[src/rtl/led_pattern_sequencer.sv]
// LED pattern sequencer: drives a WIDTH-bit LED bus from an internal counter
// with selectable up, down, bounce and one-hot walk patterns, a programmable
// terminal value and a compile-time prescaler.
//
// Ports:
//   CLK    system clock, all state on rising edge
//   RST_N  asynchronous active-low reset
//   EN     step enable; low freezes all state including the prescaler
//   MODE   pattern select (0 UP, 1 DOWN, 2 BOUNCE, 3 WALK), captured on LOAD
//   LIMIT  terminal value, captured on LOAD
//   LOAD   synchronous reload of MODE/LIMIT and pattern restart
//   LED    pattern output (combinational from registers)
//   WRAP   registered one-cycle pulse following a pattern wrap
module led_pattern_sequencer #(
  parameter int unsigned WIDTH    = 8,
  parameter int unsigned PRESCALE = 1,
  parameter int unsigned PRE_W    = 16
) (
  input  logic             CLK,
  input  logic             RST_N,
  input  logic             EN,
  input  logic [1:0]       MODE,
  input  logic [WIDTH-1:0] LIMIT,
  input  logic             LOAD,
  output logic [WIDTH-1:0] LED,
  output logic             WRAP
);

  localparam logic [1:0] MODE_UP     = 2'd0;
  localparam logic [1:0] MODE_DOWN   = 2'd1;
  localparam logic [1:0] MODE_BOUNCE = 2'd2;
  localparam logic [1:0] MODE_WALK   = 2'd3;

  localparam logic DIR_UP   = 1'b0;
  localparam logic DIR_DOWN = 1'b1;

  localparam logic [WIDTH-1:0] ONE      = WIDTH'(1);
  localparam logic [WIDTH-1:0] WALK_MAX = WIDTH'(WIDTH - 1);
  localparam logic [PRE_W-1:0] PRE_LAST = PRE_W'(PRESCALE - 1);

  logic [1:0]       mode_q,  mode_d;
  logic [WIDTH-1:0] limit_q, limit_d;
  logic [WIDTH-1:0] cnt_q,   cnt_d;
  logic             dir_q,   dir_d;
  logic [PRE_W-1:0] pre_q,   pre_d;
  logic             wrap_q,  wrap_d;

  // State register
  always_ff @(posedge CLK or negedge RST_N) begin
    if (!RST_N) begin
      mode_q  <= MODE_UP;
      limit_q <= '1;
      cnt_q   <= '0;
      dir_q   <= DIR_UP;
      pre_q   <= '0;
      wrap_q  <= 1'b0;
    end else begin
      mode_q  <= mode_d;
      limit_q <= limit_d;
      cnt_q   <= cnt_d;
      dir_q   <= dir_d;
      pre_q   <= pre_d;
      wrap_q  <= wrap_d;
    end
  end

  // Next state: LOAD beats the prescaler tick; a pattern step happens only on tick
  always_comb begin
    mode_d  = mode_q;
    limit_d = limit_q;
    cnt_d   = cnt_q;
    dir_d   = dir_q;
    pre_d   = pre_q;
    wrap_d  = 1'b0;

    if (LOAD) begin
      mode_d  = MODE;
      // a walk index beyond the bus would light nothing, so clamp it
      limit_d = ((MODE == MODE_WALK) && (LIMIT > WALK_MAX)) ? WALK_MAX : LIMIT;
      dir_d   = DIR_UP;
      pre_d   = '0;
      cnt_d   = (MODE == MODE_DOWN) ? LIMIT : '0;
    end else if (EN && (pre_q != PRE_LAST)) begin
      pre_d = pre_q + PRE_W'(1);
    end else if (EN) begin
      pre_d = '0;
      case (mode_q)
        MODE_DOWN: begin
          if (cnt_q > limit_q) begin
            cnt_d = limit_q;
          end else if (cnt_q == '0) begin
            cnt_d  = limit_q;
            wrap_d = 1'b1;
          end else begin
            cnt_d = cnt_q - ONE;
          end
        end
        MODE_BOUNCE: begin
          if (limit_q == '0) begin
            // degenerate bounce: no room to move, every tick is a wrap
            cnt_d  = '0;
            wrap_d = 1'b1;
          end else if (dir_q == DIR_UP) begin
            if (cnt_q >= limit_q) begin
              dir_d = DIR_DOWN;
              cnt_d = limit_q - ONE;
            end else begin
              cnt_d = cnt_q + ONE;
            end
          end else begin
            if (cnt_q == '0) begin
              dir_d  = DIR_UP;
              cnt_d  = ONE;
              wrap_d = 1'b1;
            end else begin
              cnt_d = cnt_q - ONE;
            end
          end
        end
        default: begin
          // UP and WALK share the same index sequence
          if (cnt_q >= limit_q) begin
            cnt_d  = '0;
            wrap_d = 1'b1;
          end else begin
            cnt_d = cnt_q + ONE;
          end
        end
      endcase
    end
  end

  // LED decode: WALK shows the counter as a one-hot bit index
  always_comb begin
    LED = (mode_q == MODE_WALK) ? (ONE << cnt_q) : cnt_q;
  end

  assign WRAP = wrap_q;

endmodule

[config.mk]
export PLATFORM = sky130hd
export DESIGN_NAME = led_pattern_sequencer
export DESIGN_NICKNAME = d
export VERILOG_FILES = /design/src/rtl/led_pattern_sequencer.sv
export SDC_FILE = /design/constraint.sdc
export NUM_CORES = 1
export LEC_CHECK = 0
export ABC_AREA = 0
export ABC_CLOCK_PERIOD_IN_PS = 3500
export BUFFER_PORTS_ARGS = -buffer_cell sky130_fd_sc_hd__buf_4
export CORE_MARGIN = 1
export CORE_UTILIZATION = 60
export DETAILED_ROUTE_END_ITERATION = 12
export HOLD_SLACK_MARGIN = 0.15
export PLACE_DENSITY = 0.82
export SYNTH_ARGS = -nofsm -noshare
export SYNTH_HDL_FRONTEND = slang
export SYNTH_SLANG_ARGS = --single-unit
[constraint.sdc]
create_clock -name CLK -period 3.5 [get_ports CLK]
set_input_delay 0.525 -clock CLK [delete_from_list [all_inputs] [get_ports CLK]]
set_output_delay 0.525 -clock CLK [all_outputs]
set_load 0.01 [all_outputs]
Word-level counts from Yosys, hierarchy flattened
Cells that the tools add are included.
- register bits: 36
- input port bits: 14
- output and inout bits: 9
- word-level logic and storage cells: 64
- add/sub/neg operators: 4
- magnitude comparators: 3
- equality and inequality tests: 7
- shift operators: 1
- multiplexer cells: 33
- reductions and logical operators: 10
- operators by type and width (kind ; number):
    $mux 8 ; 13
    $mux 16 ; 3
    $add 16x1->16 const B ; 1
    $logic_not 8->1 ; 2
    $pmux 8 s2 ; 1
    $reduce_bool 16->1 ; 1
    $sub 8x1->8 const B ; 2
    $mux 1 ; 15
    $add 8x1->8 const B ; 1
    $ge 8x8->1 ; 1
    $gt 8x3->1 const B ; 1
    $gt 8x8->1 ; 1
    $shl 1x8->8 const A ; 1
    $eq 2x2->1 const B ; 3
    $eq 2x1->1 const B ; 2
    $ne 2x2->1 const B ; 2
    $reduce_and 4->1 ; 1
    $reduce_bool 2->1 ; 2
    $reduce_bool 3->1 ; 1
    $logic_and 1x1->1 ; 2
    $pmux 1 s2 ; 1
    $reduce_and 2->1 ; 1

Logic depth before layout (Yosys ltp)
Gate-level depths: netlist (run 1).
- word-level depth: 8
- mapped depth: 12
- depth with buffers taken out: 9

Worst setup path before layout (run 1)
OpenSTA, ideal clock, no wires.
- path kind: reg2reg
- start: register limit_q[6]
- end: register cnt_q[2]
- setup time: 0.130 ns
- data arrival time: 2.335 ns
- required time: 3.370 ns
- path slack: 1.034 ns
- stages on the path, launching flop included: 10
- clock period less this slack: 2.466 ns
- path through: dfstp_2 -> inv_1 -> ha_1 -> nand4_1 -> nor2_1 -> nor2_1 -> nor3_4 -> mux2_1 -> a221oi_1 -> o31ai_1
- word-level cells in the longest chain between the ends: 8
- elaborated cells between the ends (all ways): 12
- classes of those cells: 2 x order compare; 9 x mux; 1 x reduce/logical
- ends and longest elaborated chain (item ; RTL line ; text):
    start, declared ; 42 ; logic [WIDTH-1:0] limit_q, limit_d;
    start signal, assigned ; 59 ; limit_q <= limit_d;
    $ge 8x8->1 ; 104, 122 ;
    $mux 8 ; 104 ; if (cnt_q >= limit_q) begin
    $mux 8 ; 103 ; end else if (dir_q == DIR_UP) begin
    $mux 8 ; 99 ; if (limit_q == '0) begin
    $pmux 8 s2 (*) ; 87 ; case (mode_q)
    $mux 8 (*) ; 85 ; end else if (EN) begin
    $mux 8 (*) ; 83 ; end else if (EN && (pre_q != PRE_LAST)) begin
    $mux 8 (*) ; 76 ; if (LOAD) begin
    end signal, assigned ; 60 ; cnt_q <= cnt_d;
    end, declared ; 43 ; logic [WIDTH-1:0] cnt_q, cnt_d;
Every way passes the cells marked *; elsewhere a longest branch is shown, timed or not. The select of a mux whose other input is x is not followed.
A chain may end at the register's enable or synchronous reset.

Final worst setup path (run 1)
- start: register limit_q[6]
- end: register cnt_q[6]
- word-level cells in the longest chain between the ends: 8
- elaborated cells between the ends (all ways): 14
- classes of those cells: 1 x add/sub; 2 x order compare; 10 x mux; 1 x reduce/logical
- ends and longest elaborated chain (item ; RTL line):
    $sub 8x1->8 or $ge 8x8->1 (tied branches) ; 106, 104, 122
    $mux 8 ; 104
    $mux 8 ; 103
    $mux 8 ; 99
    $pmux 8 s2 (*) ; 87
    $mux 8 (*) ; 85
    $mux 8 (*) ; 83
    $mux 8 (*) ; 76
Marks and branches as above.

==> summary.txt, run 1 <==
Pwr
  • Sw frac: 40.1%
  • Net switching power: 0.618 mW
  • Clk pwr share: 21.1%
  • Cell-internal power: 0.922 mW
  • Flop pwr share: 33.0%
  • Pwr dens: 468 nW/um^2
  • Gate power share: 46.0%
  • Leak: 1.42 nW
  • Peak VDD IR: 240 uV

Global route
  • Largest net degree at the start of global routing: 37
  • Initial antenna violation count: 0
  • Vias in the first global route: 2868
  • GRT overflow: 0
  • First-pass GRT wire length: 14000 um
  • GRT Total Usage: 34.2%

Placement
  • Routability cong.: 0.956
  • I/O Buffers: 22
  • Area post-placement: 3190 um^2
  • Hpwl dp: 6320 um

Synth
  • Syn Nets: 407
  • Top post-synthesis cells by area: dfrtp_1, ha_1, dfstp_2, o21ai_0, nor2_1
  • Yosys warns: 0
  • Async SR Flop Fraction: 100%
  • Synthesized instance count: 375
  • Post-synthesis cell area: 3070 um^2
  • Seq/Total Area, Yosys: 29.7%
  • Primary FF master, synth: dfrtp_1
  • Top-area cell type share of the netlist area: 22.8%
  • Number of synthesized flops with an enable pin: 0
  • Mean Syn Cell Area: 8.19 um^2
  • Flops & latches, synth: 36
  • Post-synth top area cell: dfrtp_1
  • Library cells used by synthesis: 67

CTS
  • CTS tree: yes
  • Clock root buffer master: clkbuf_8
  • CTS Sinks: 36
  • Clock-pin slew on the worst setup and hold paths: 0.07 ns
  • Clock Tree Buf Depth: 2
  • Post-CTS Resized: 0
  • CTS HTree Levels: 2
  • Post-CTS Setup Bufs: 0
  • Total CTS buffers: 5
  • Worst skew pair latency: 0.29 ns
  • Post-CTS Hold Buffers: 0

Worst setup path
  • Critical path type: reg -> reg
  • Largest stage delay on the critical path: 0.55 ns
  • Crit-path cells: inv_1 > ha_1 > a41o_1 > a21oi_1 > nor2_1 > nor3_4 > mux2_1 > a221oi_1 > o31ai_1
  • Critical path capture point type: flip-flop
  • CP required: 3.67 ns
  • FF-to-FF Start: limit_q[6]
  • Crit start category: flip-flop
  • WP buf/inv: 1
  • Worst Setup SP: limit_q[6]
  • Max Fanout on Critical Path: 8
  • CP max stage cell: dfstp_2
  • Crit path DAT: 3.29 ns
  • Worst path top cell family by delay: compound AO/OA/AOI/OAI gates

Route
  • Number of remaining DRC errors: 0
  • Starting DRT DRC Count: 267
  • Final wirelength: 8590 um
  • Routed WL per cell: 19.0 um
  • Routed vias/inst: 6.58
  • Vias: 2983
  • DR pass1 iterations: 5
  • DRT antenna net count: 0

Timing
  • Final slew viol count: 0
  • Post-layout minimum cycle time: 3.12 ns
  • Setup repair after global routing missed its margin: false
  • Tcrit/Tclk final: 89.2%
  • Fin Clk Skew: 0.00558 ns
  • Final setup vio count: 0
  • Worst-Margin Slew: 0.937 ns
  • Slew HR: 37.3%
  • Fmax: 0.320 GHz
  • Hold Violations, Final: 0
  • Setup TNS: 0 ns

Die
  • Boundary Pins: 23
  • Die width: 73.6 um
  • Vert. Die Dim: 73.6 um
  • Starting Density: 63.8%
  • Full die area: 5410 um^2
  • Std-Cell Rows: 25
  • Core Region: 4820 um^2

Finish
  • Nets: 417
  • FILL cells: 431
  • Final Cell Area: 3290 um^2
  • Layout cell share with drive strength beyond 1: 14.8%
  • Commonest non-fill, non-tap cell in the layout: o21ai_0
  • Most frequent cells in the layout: o21ai_0, nor2_1, nand2_1
  • Diodes inserted: 0
  • Area grow syn2layout: 7.21%

Status
  • Status: completed

Flow run
  • Max Cap Viol: 0

Worst hold path
  • Worst hold path class: in -> async
## metrics by stage
stage	cells	setup slack, ns	utilization [%]	total power, mW	hold slack (ns)
2_1_floorplan	375	1.03	-	1.03	0.229
3_3_place_gp	445	0.519	66.3	1.20	0.497
3_5_place_dp	445	0.442	66.3	1.20	0.501
4_1_cts	453	0.432	68.4	1.52	0.203
5_1_grt	453	0.221	68.4	1.62	0.220
6_report	453	0.377	68.4	1.54	0.187
## Yosys cell counts (all sizes together) (5+ instances only)
cell / n
inv: 22
nand3: 19
o31ai: 7
clkbuf: 10
a22oi: 8
dfstp: 8
nor2: 37
nor4: 9
buf: 11
nand4: 6
nor3: 10
xnor2: 15
nand2: 34
o21ai: 37
dfrtp: 28
a21oi: 14
ha: 18
a221oi: 5
and3: 6
o22ai: 6
## per-layer routing
layer / global-route usage [%] / up-vias / share of wire, %
li1: - / 1398 / -
met1: 43.7 / 1414 / 41
met2: 56.5 / 145 / 49
met3: 5.90 / 26 / 6.7
met4: 15.6 / 0 / 3.3
met5: 0 / - / 0
## area by class of cell
cell class | instances | area (um^2) | area share [%]
repair buffers | 26 | 195 | 5.93
well taps | 67 | 83.8 | 2.55
flip-flops and latches | 36 | 911 | 27.7
multi-input cells | 293 | 1920 | 58.2
inverters | 23 | 86.3 | 2.62
clock buffers | 8 | 100 | 3.04
## path summary, 6_finish.rpt
check | cells past startpoint | slack, ns | end
min in group CLK | 3 | 0.47 | cnt_q[5]
setup reg to reg | 9 | 0.38 | cnt_q[6]
max in group asynchronous | 1 | 2.96 | limit_q[1]
hold reg to reg | 1 | 0.52 | pre_q[9]
hold / removal | 1 | 0.19 | pre_q[15]
setup / recovery | 9 | 0.38 | cnt_q[6]
## state kept, by name, summed over array words and instances, names as in the netlist
register  flops
WRAP          1
cnt_q         8
dir_q         1
limit_q       8
mode_q        2
pre_q        16
## logic make-up (layout without fill, tap and decap cells)
family                     count (synthesis)  count (layout)  share of synthesized area (%)
and+or+nand+nor                          138             138                           22.8
AOI/OAI and AO/OA                        112             112                           24.8
buffers and inverters                     46              57                           7.94
DFF                                       36              36                           29.7
xor gates and xnor gates                  19              19                           5.42
adders and majority gates                 18              18                           7.33
muxes                                      6               6                           2.08
## power by group through the flow
stage                     sequential, mW  clock (mW)  combinational, mW
after global routing               0.511       0.348              0.759
after global placement             0.511           0              0.684
after floorplan                    0.483           0              0.550
after detailed placement           0.512           0              0.683
final                              0.507       0.325              0.708
after CTS                          0.505       0.330              0.688
(Power assumes the default switching activity.)
==> inputs of run 2 (changes only) <==
- BUFFER_PORTS_ARGS: -buffer_cell sky130_fd_sc_hd__buf_4 -> -buffer_cell sky130_fd_sc_hd__buf_2
==> run 2 against run 1 <==
Net effect: clock skew is 0.0049 ns higher; via count hardly changed; setup slack better by 0.079 ns; core utilization is 0.99 points lower; sequential power hardly changed.
==> summary.txt, run 2 (synthesis gave the netlist of run 1 again) <==
Global route
  • Vias in the first global route: 2804 (was 2868)
  • First-pass GRT wire length: 13500 um (was 14000 um)
  • GRT overflow: 0 (unchanged)
  • Initial antenna violation count: 0 (unchanged)
  • Largest net degree at the start of global routing: 37 (unchanged)
  • GRT Total Usage: 33.3% (was 34.2%)

CTS
  • Total CTS buffers: 5 (unchanged)
  • Clock root buffer master: clkbuf_8 (unchanged)
  • CTS HTree Levels: 2 (unchanged)
  • CTS tree: yes (unchanged)
  • Post-CTS Setup Bufs: 0 (unchanged)
  • Post-CTS Resized: 0 (unchanged)
  • CTS Sinks: 36 (unchanged)
  • Clock-pin slew on the worst setup and hold paths: 0.07 ns (about the same)
  • Clock Tree Buf Depth: 2 (unchanged)
  • Post-CTS Hold Buffers: 0 (unchanged)
  • Worst skew pair latency: 0.29 ns (about the same)

Worst setup path
  • Largest stage delay on the critical path: 0.55 ns (about the same)
  • WP buf/inv: 1 (unchanged)
  • Critical path capture point type: flip-flop (unchanged)
  • Crit-path cells: inv_1 > ha_1 > a41o_1 > a21oi_1 > nor2_1 > nor3_4 > mux2_1 > a221oi_1 > o31ai_1 (unchanged)
  • CP required: 3.66 ns (was 3.67 ns)
  • Worst path top cell family by delay: compound AO/OA/AOI/OAI gates (unchanged)
  • Critical path type: reg -> reg (unchanged)
  • Crit start category: flip-flop (unchanged)
  • Crit path DAT: 3.21 ns (was 3.29 ns)
  • Max Fanout on Critical Path: 7 (was 8)
  • CP max stage cell: dfstp_2 (unchanged)
  • Reg2reg setup slack: 0.46 ns (was 0.38 ns)

Finish
  • Share of the core filled with cells: 67.4% (was 68.4%)
  • Area grow syn2layout: 5.66% (was 7.21%)
  • Biggest regs: pre_q (16), cnt_q (8), limit_q (8) (unchanged)
  • Layout cell share with drive strength beyond 1: 14.8% (unchanged)
  • Nets: 417 (unchanged)
  • FILL cells: 431 (unchanged)
  • Commonest non-fill, non-tap cell in the layout: o21ai_0 (unchanged)
  • Most frequent cells in the layout: o21ai_0, nor2_1, nand2_1 (unchanged)
  • Max FFs per register: 16 (unchanged)
  • Non-Filler Instances: 453 (unchanged)
  • Reg with most FFs: pre_q (unchanged)
  • Diodes inserted: 0 (unchanged)

Timing
  • Setup TNS: 0 ns (unchanged)
  • Final hold slack: 0.317 ns (was 0.187 ns)
  • Fmax: 0.328 GHz (was 0.320 GHz)
  • Worst-Margin Slew: 0.946 ns (was 0.937 ns)
  • Fin Clk Skew: 0.0105 ns (was 0.00558 ns)
  • Slew HR: 36.7% (was 37.3%)
  • Setup repair after global routing missed its margin: false (unchanged)
  • Final slew viol count: 0 (unchanged)
  • Tcrit/Tclk final: 87.0% (was 89.2%)
  • Hold Violations, Final: 0 (unchanged)
  • Final setup vio count: 0 (unchanged)
  • Post-layout minimum cycle time: 3.04 ns (was 3.12 ns)

Route
  • Starting DRT DRC Count: 293 (was 267)
  • DRT antenna net count: 0 (unchanged)
  • Number of remaining DRC errors: 0 (unchanged)
  • Vias: 2981 (was 2983)
  • Routed vias/inst: 6.58 (about the same)
  • Routed WL per cell: 18.7 um (was 19.0 um)
  • Final wirelength: 8480 um (was 8590 um)
  • DR pass1 iterations: 5 (unchanged)

Status
  • Status: completed (unchanged)

Worst hold path
  • Worst hold path class: in -> async (unchanged)

Placement
  • Routability cong.: 1.05 (was 0.956)
  • Hpwl dp: 6270 um (was 6320 um)
  • Post-Place Cells: 445 (unchanged)
  • I/O Buffers: 22 (unchanged)

Pwr
  • Net switching power: 0.630 mW (was 0.618 mW)
  • Sw frac: 40.1% (about the same)
  • Gate power share: 44.5% (was 46.0%)
  • Cell-internal power: 0.941 mW (was 0.922 mW)
  • Flop pwr share: 32.2% (was 33.0%)
  • Clk pwr share: 23.3% (was 21.1%)
  • Peak VDD IR: 299 uV (was 240 uV)
  • Leak: 1.42 nW (about the same)
  • Pwr dens: 484 nW/um^2 (was 468 nW/um^2)

Die
  • Vert. Die Dim: 73.6 um (unchanged)
  • Starting Density: 63.8% (unchanged)
  • Core Region: 4820 um^2 (unchanged)
  • Die width: 73.6 um (unchanged)
  • Boundary Pins: 23 (unchanged)
  • Full die area: 5410 um^2 (unchanged)
  • Std-Cell Rows: 25 (unchanged)

Flow run
  • Max Cap Viol: 0 (unchanged)
run 2: power by group through the flow:
stage               clock, mW  sequential, mW  combinational (mW)
floorplan                   0           0.483               0.550
global placement            0           0.510               0.675
detailed placement          0           0.511               0.673
CTS                     0.372           0.503               0.677
global route            0.388           0.509               0.747
finish                  0.366           0.505               0.700
run 2: final timing paths:
path | start | end | depth (start not counted)
setup / recovery | limit_q[6] | cnt_q[2] | 9
hold / removal | RST_N | pre_q[11] | 1
setup reg to reg | limit_q[6] | cnt_q[2] | 9
hold reg to reg | pre_q[9] | pre_q[9] | 1
max in group asynchronous | RST_N | cnt_q[1] | 1
min in group CLK | LIMIT[5] | cnt_q[5] | 3
run 2: per-stage QoR:
stage | area [um^2] | worst slack (ns) | total power, mW
finish | 3250 | 0.455 | 1.57
floorplan | 3070 | 1.03 | 1.03
CTS | 3250 | 0.520 | 1.55
global route | 3250 | 0.295 | 1.64
detailed placement | 3140 | 0.534 | 1.18
global placement | 3140 | 0.640 | 1.18
run 2: layer usage:
layer | global-route usage (%) | up-vias | part of all wire [%]
met5 | 0 | - | 0
met4 | 16.9 | 0 | 3.5
met3 | 6.58 | 26 | 7.3
met2 | 53.7 | 159 | 47
met1 | 42.2 | 1400 | 42
li1 | - | 1396 | -
run 2: final cells by class:
class | count | area, um^2 | area share, %
inverters | 23 | 86.3 | 2.66
well taps | 67 | 83.8 | 2.58
flip-flops and latches | 36 | 911 | 28.1
clock inverters | 2 | 35.0 | 1.08
multi-input cells | 293 | 1920 | 59.1
clock buffers | 6 | 72.6 | 2.24
repair buffers | 26 | 140 | 4.32
